File: src/rtl/serial_subtractor.sv
// Bit-serial unsigned subtractor: diff = a - b, LSB first, one bit per clock.
// Operands enter on a valid/ready handshake; the result leaves on another.
module serial_subtractor #(
    parameter int unsigned WIDTH = 4
) (
    input  logic             clk,
    input  logic             rst_n,
    input  logic             in_valid,
    output logic             in_ready,
    input  logic [WIDTH-1:0] a,
    input  logic [WIDTH-1:0] b,
    output logic             out_valid,
    input  logic             out_ready,
    output logic [WIDTH-1:0] diff,
    output logic             bout
);

    localparam int unsigned CW = $clog2(WIDTH);

    typedef enum logic [1:0] {IDLE, RUN, DONE} state_t;

    state_t           state_q, state_d;
    logic [WIDTH-1:0] sh_a_q, sh_a_d;
    logic [WIDTH-1:0] sh_b_q, sh_b_d;
    logic [WIDTH-1:0] sh_d_q, sh_d_d;
    logic [WIDTH-1:0] diff_q, diff_d;
    logic             bout_q, bout_d;
    logic             borrow_q, borrow_d;
    logic [CW-1:0]    bitcnt_q, bitcnt_d;

    logic             x_bit, y_bit, d_bit, br_next;

    assign x_bit   = sh_a_q[0];
    assign y_bit   = sh_b_q[0];
    assign d_bit   = x_bit ^ y_bit ^ borrow_q;
    assign br_next = (~x_bit & y_bit) | (~(x_bit ^ y_bit) & borrow_q);

    always_comb begin
        state_d  = state_q;
        sh_a_d   = sh_a_q;
        sh_b_d   = sh_b_q;
        sh_d_d   = sh_d_q;
        diff_d   = diff_q;
        bout_d   = bout_q;
        borrow_d = borrow_q;
        bitcnt_d = bitcnt_q;

        case (state_q)
            IDLE: begin
                if (in_valid) begin
                    sh_a_d   = a;
                    sh_b_d   = b;
                    sh_d_d   = '0;
                    borrow_d = 1'b0;
                    bitcnt_d = '0;
                    state_d  = RUN;
                end
            end
            RUN: begin
                sh_a_d   = {1'b0, sh_a_q[WIDTH-1:1]};
                sh_b_d   = {1'b0, sh_b_q[WIDTH-1:1]};
                sh_d_d   = {d_bit, sh_d_q[WIDTH-1:1]};
                borrow_d = br_next;
                bitcnt_d = bitcnt_q + CW'(1);
                // Last bit: capture the result including this cycle's difference bit
                if (bitcnt_q == CW'(WIDTH - 1)) begin
                    diff_d  = {d_bit, sh_d_q[WIDTH-1:1]};
                    bout_d  = br_next;
                    state_d = DONE;
                end
            end
            DONE: begin
                if (out_ready) begin
                    state_d = IDLE;
                end
            end
            default: state_d = IDLE;
        endcase
    end

    always_ff @(posedge clk or negedge rst_n) begin
        if (!rst_n) begin
            state_q  <= IDLE;
            sh_a_q   <= '0;
            sh_b_q   <= '0;
            sh_d_q   <= '0;
            diff_q   <= '0;
            bout_q   <= 1'b0;
            borrow_q <= 1'b0;
            bitcnt_q <= '0;
        end else begin
            state_q  <= state_d;
            sh_a_q   <= sh_a_d;
            sh_b_q   <= sh_b_d;
            sh_d_q   <= sh_d_d;
            diff_q   <= diff_d;
            bout_q   <= bout_d;
            borrow_q <= borrow_d;
            bitcnt_q <= bitcnt_d;
        end
    end

    assign in_ready  = (state_q == IDLE);
    assign out_valid = (state_q == DONE);
    assign diff      = diff_q;
    assign bout      = bout_q;

endmodule
File: config.mk
export PLATFORM = sky130hd
export DESIGN_NAME = serial_subtractor
export DESIGN_NICKNAME = d
export VERILOG_FILES = /design/src/rtl/serial_subtractor.sv
export SDC_FILE = /design/constraint.sdc
export NUM_CORES = 1
export LEC_CHECK = 0
export CORE_ASPECT_RATIO = 1.5
export CORE_MARGIN = 3
export CORE_UTILIZATION = 44
export CTS_CLUSTER_DIAMETER = 80
export DETAILED_ROUTE_END_ITERATION = 10
export PLACE_DENSITY = 0.76
export SYNTH_ARGS = -nofsm -noshare
export SYNTH_HDL_FRONTEND = slang
export SYNTH_SLANG_ARGS = --single-unit
File: constraint.sdc
create_clock -name clk -period 1.3 [get_ports clk]
set_input_delay 0.39 -clock clk [delete_from_list [all_inputs] [get_ports clk]]
set_output_delay 0.39 -clock clk [all_outputs]
set_load 0.1 [all_outputs]
==> impl_metrics.json <==
{
  "status": "complete, but fails checks",
  "violations": "setup timing",
  "cp_data_arrival_time_ps": 1080,
  "port_buffers": 18,
  "switching_share": 0.4494,
  "startpoint_type": "flip-flop",
  "gp_routability_congestion": 0.7256,
  "min_period_over_period": 1.134,
  "max_freq_mhz": 678.2,
  "drc_errors": 0,
  "cts_buffers": 3,
  "synth_area_um2": 942.2,
  "antenna_cells": 0,
  "setup_viol": 22,
  "rsz0062_at_grt": "yes",
  "drtPass1Iterations": 4,
  "n_fill_cell": 129,
  "placed_area_um2": 1289,
  "finalSetupTns_ps": -1504,
  "htreeDepth": 1,
  "power_mw": 4.203,
  "core_area_um2": 1926,
  "comb_power_share": 0.631,
  "dieArea_um2": 2744,
  "grt_pass1_wl_um": 3408,
  "pwr-share-clk": 0.074,
  "overflow": 0,
  "powerDensity_nw_per_um2": 2944,
  "initial_core_util": 0.4893,
  "cts.sinks": 21,
  "relSlewSlack": 0.7904,
  "ys_seq_area_frac": 0.5578,
  "cts-hold-fix-buffers": 0,
  "place_ws_ps": -238.7,
  "tightestPinTransition_ps": 313.9,
  "worst-setup-path-type": "flip-flop to output pin",
  "fin_nets": 131,
  "antenna_found_initial": 0,
  "die_w_um": 43.78,
  "reg2regPathDepth": 6,
  "internal_power_mw": 2.314,
  "clk_pin_slew_ps": 110,
  "cellLeakagePower_nw": 0.6562,
  "startpoint": "state_q[0]",
  "hpwl_um": 1475,
  "synth_top_area_share": 0.5578,
  "max_cap_viol_count": 0,
  "drt-initial-drc-count": 23,
  "r2r_end": "bitcnt_q[1]",
  "instances_no_fill": 137,
  "switching_power_mw": 1.889,
  "cts_tree": "yes",
  "yosys.area.top_type": "dfrtp_1",
  "endpoint": "out_valid",
  "fp.dieH_um": 62.68,
  "finClkSkew_ps": 1.744,
  "ir_drop_mv": 1.420,
  "cp-end-kind": "output pin",
  "stdcell_area_um2": 1428,
  "min_path_type": "input pin to async pin",
  "drtAntennaViolNets": 0,
  "grt_max_degree": 22,
  "netlist_top_cells_area": "dfrtp_1 (56%), o22ai_1 (8.0%), mux2_4 (6.4%)",
  "synth_fp_nets": 94,
  "finalMaxSlewViolations": 0,
  "required_ps": 910,
  "grt_pass1_vias": 781,
  "fin_util": 0.7414,
  "synth_cell_types": 21,
  "vias": 779,
  "yosys_register_bits": 21,
  "netlist_instances": 80,
  "fin_crit_ps": 1475,
  "hold_ws_ps": 424.8,
  "syn_to_final_growth_pct": 51.53,
  "drt_wl_total_um": 2091,
  "drt-wirelength-per-cell_um": 15.26,
  "vias_per_cell": 5.686,
  "finalWorstSetupSlack_ps": -174.5,
  "r2r_slack_ps": -120,
  "dpl.cell_count": 125,
  "reg2reg_from": "state_q[0]",
  "final_common_cell": "dfrtp_1",
  "rows": 19,
  "cp_max_fo": 3,
  "ios": 19,
  "layout_common_cells": "dfrtp_1 (19), buf_4 (13), o22ai_1 (12), clkdlybuf4s50_1 (10), buf_12 (8)",
  "avgSynthCellArea_um2": 11.78,
  "clockBufferDepth": 2,
  "cts_root_buf": "clkbuf_4",
  "hold_viol": 0,
  "seqPwrFrac": 0.295,
  "worstSkewPairLatency_ps": 300,
  "grt_usage": 0.1603,
  "drive_above_1_share": 0.4138,
  "yosysWarnings": 0
}
-- cell usage after synthesis, drive strengths merged --
cell / number
fa: 1
clkbuf: 1
inv: 4
o31ai: 1
o21bai: 1
nand3b: 1
buf: 3
nand2: 5
ha: 1
nor2: 4
a21oi: 7
and2b: 1
o21ai: 7
mux2: 4
a22o: 4
nand2b: 2
dfrtp: 21
o22ai: 12
-- sequential cells by signal (all words and copies together) (netlist names) --
register / count
sh_a_q: 4
borrow_q: 1
sh_d_q: 3
bitcnt_q: 2
state_q: 2
diff: 4
bout: 1
sh_b_q: 4
-- layer usage --
layer / wire, um / track usage
met5: 0 / 0
met4: 25 / 0.04528
met3: 78 / 0.02594
met2: 1157 / 0.2993
met1: 829 / 0.1757
-- worst min path at each step --
| stage | to | cells past startpoint | start | slack, ps |
|---|---|---|---|---|
| after global placement | borrow_q | 2 | borrow_q | 470 |
| after floorplan | bitcnt_q[0] | 0 | rst_n | 90 |
| after detailed placement | borrow_q | 2 | borrow_q | 510 |
| after CTS | diff[3] | 2 | rst_n | 430 |
| final | diff[0] | 2 | rst_n | 420 |
| after global routing | diff[3] | 2 | rst_n | 420 |
-- area by class of cell --
cell class	count	area, um^2	area share
sequential	21	528.0	0.3699
multi-input combinational	51	416.7	0.2918
timing repair buffer	36	415.4	0.2910
clock buffer	4	26.28	0.01840
tap	21	26.28	0.01840
inverter	4	15.01	0.01052
-- worst max-delay path: stages, from the launching register on --
cell	delay, ps
dfrtp_2	470
nor2_4	140
buf_12	180
-- kinds of logic after synthesis --
group                      count (synthesis)  share of synthesized area
DFF                                       21                     0.5578
AOI/OAI and AO/OA                         32                     0.2111
adders and majority gates                  2                    0.03453
and+or+nand+nor                           13                    0.08234
buffers and inverters                      8                    0.05045
muxes                                      4                    0.06375
-- power groups by stage --
stage | Combinational, mW | Clock, mW | Sequential (mW)
after global routing | 2.83 | 0.343 | 1.28
after detailed placement | 2.31 | 0 | 1.27
after global placement | 2.23 | 0 | 1.24
after floorplan | 1.14 | 0 | 1.62
after CTS | 2.45 | 0.311 | 1.23
final | 2.65 | 0.311 | 1.24
-- repair_timing --
item | CTS | global route
setup endpoints to repair | 5 | 23
resized for setup | 6 | 17
setup buffers | 4 | 4
pin swaps | 2 | 4
(Power assumes the default switching activity.)
==> RTL change: new RTL, same settings <==
The 3 states of `state_t` get a one-hot encoding in 3 bits.
--- a/src/rtl/serial_subtractor.sv
+++ b/src/rtl/serial_subtractor.sv
@@ -18,5 +18,5 @@
     localparam int unsigned CW = $clog2(WIDTH);
 
-    typedef enum logic [1:0] {IDLE, RUN, DONE} state_t;
+    typedef enum logic [2:0] {IDLE = 3'b001, RUN = 3'b010, DONE = 3'b100} state_t;
 
     state_t           state_q, state_d;
Behaviour: no difference found for any inputs over 10 cycles, from zero or initial values and one cycle with rst_n low; not proved beyond that.
==> RTL change against the unedited design <==
The flow still finishes with violations (negative setup slack); wire length fell by 1.7%; sequential cell count rose by 1; critical path depth did not move; cell count rose by 2.2%; utilization fell by 0.58 points; synthesized area rose by 5.3%; sequential share of layout area fell by 0.70 points; total power fell by 16%; count of clock-buffer cells in the layout did not move; setup slack got worse by 220 ps; clock power rose by 3%; final area rose by 7.0%; largest power group unchanged.
==> RTL change: results <==
synthesis:
  ys_top_cells_by_count: "dfrtp_1, mux2i_1, nand2_1"
  synth_edf_count: 0
  synthTopCellsByArea: "dfrtp_1, mux2i_1, mux2_2"
  yosys_warnings: 0
  synthDistinctLibCells: 25
  syn_nets: 93
  async_flop_share_pct: 100
  ys_seq_area_share_pct: 55.6
place:
  hpwl_mm: 1.48
  routabilityCongestion: 0.752
  place_area_sq_um: 1380
sta:
  setup_viol: 25
  relSlewSlack_pct: 79.3
  setup_tns_ps: -4420
  worst_slack_ps: -398
  fin_skew_ps: 1.65
  slew_viol_final: 0
drt:
  drtIter0Drc: 11
  wl_per_cell_um: 14.7
  final_antenna_net_count: 0
  post_drt_via_cell_ratio: 5.35
  firstDrtPassIters: 2
worst_setup_path:
  crit_fanout: 4
  slowest_delay_ps: 580
  crit_slowest_cell: "dfstp_2"
  path_delay_family: "flip-flops"
  cp.arrival_ps: 1310
layout:
  fin_nets: 133
  diodes: 0
  drive_gt1_share_pct: 39.0
global_routing:
  grt_pass1_vias: 824
  antenna_found_initial: 0
  grtUsageTotal_pct: 16.8
  grt_pass1_wl_mm: 3.53
  grt_max_degree: 23
cts:
  cts.clk_slew.worst_paths_ps: 110
  clock-root-buffer: "clkbuf_4"
  h-tree-depth: 1
  numCtsBuffers: 3
  clock_latency_ps: 310
  cts_buffer_depth: 2
power:
  leakage_uw: 0.000686
  ir_drop_v: 0.00116
run_status:
  violations: "negative setup slack"
  outcome: "finished with violations"
## RTL change: cell types whose count changed after synthesis, moves of 3 or more
cell,change
a21oi_1,-7
mux2_2,+5
mux2_4,-4
mux2i_1,+8
nand2_1,+3
o21ai_0,-3
o21ai_1,+6
o22ai_1,-12
## RTL change: worst paths after layout
kind                                   startpoint                       to  slack, ps  depth (start not counted)
max                        state_q[0]$_DFFE_PN1P_                 in_ready       -400                          2
max in group asynchronous                   rst_n   state_q[0]$_DFFE_PN1P_        670                          2
min in group clk            sh_b_q[3]$_DFFE_PN0P_    sh_b_q[2]$_DFFE_PN0P_        500                          2
max reg2reg                state_q[0]$_DFFE_PN1P_  bitcnt_q[0]$_DFFE_PN0P_       -310                          6
min reg2reg                 sh_b_q[3]$_DFFE_PN0P_    sh_b_q[2]$_DFFE_PN0P_        500                          2
min                                         rst_n    sh_d_q[1]$_DFFE_PN0P_        410                          2
## RTL change: through the flow
stage | hold slack (ps) | worst slack (ps) | std cells
6_report | 412 | -398 | 140
5_1_grt | 430 | -443 | 140
2_1_floorplan | 94.4 | -526 | 79
4_1_cts | 418 | -407 | 138
3_3_place_gp | 466 | -415 | 128
3_5_place_dp | 482 | -430 | 128
## RTL change: cell families (layout without fill, tap and decap cells)
kind of cell               after synthesis  in the layout  synth area share [%]
DFF                                     22             22                  55.6
and+or+nand+nor                         19             19                  12.1
AOI/OAI and AO/OA                       17             17                  11.0
muxes                                   13             13                  13.7
buffers and inverters                    6             45                  4.29
adders and majority gates                2              2                  3.28
## RTL change: where the power goes
part | switching, uW | total (uW) | internal [uW]
clock | 201 | 321 | 120
sequential | 210 | 1170 | 960
combinational | 1030 | 2050 | 1020
## RTL change: area by class of cell
| type | count | area [sq um] |
|---|---|---|
| timing repair buffer | 39 | 464 |
| fill | 134 | 549 |
| inverter | 2 | 7.51 |
| multi-input combinational | 51 | 448 |
| clock buffer | 4 | 26.3 |
| sequential | 22 | 554 |
| tap | 22 | 27.5 |
## RTL change: what timing repair did
action	4_1_cts	5_1_grt
gates resized for setup	10	4
hold buffers	0	0
setup buffers	5	2
setup endpoints to repair	24	24
cloned	1	0
pin swaps	2	1
## RTL change: layer usage
metal  GRT usage (%)  routed length, um
met2            29.3               1080
met1            18.7                827
met3            2.54                 92
met5               0                  0
met4            8.79                 57
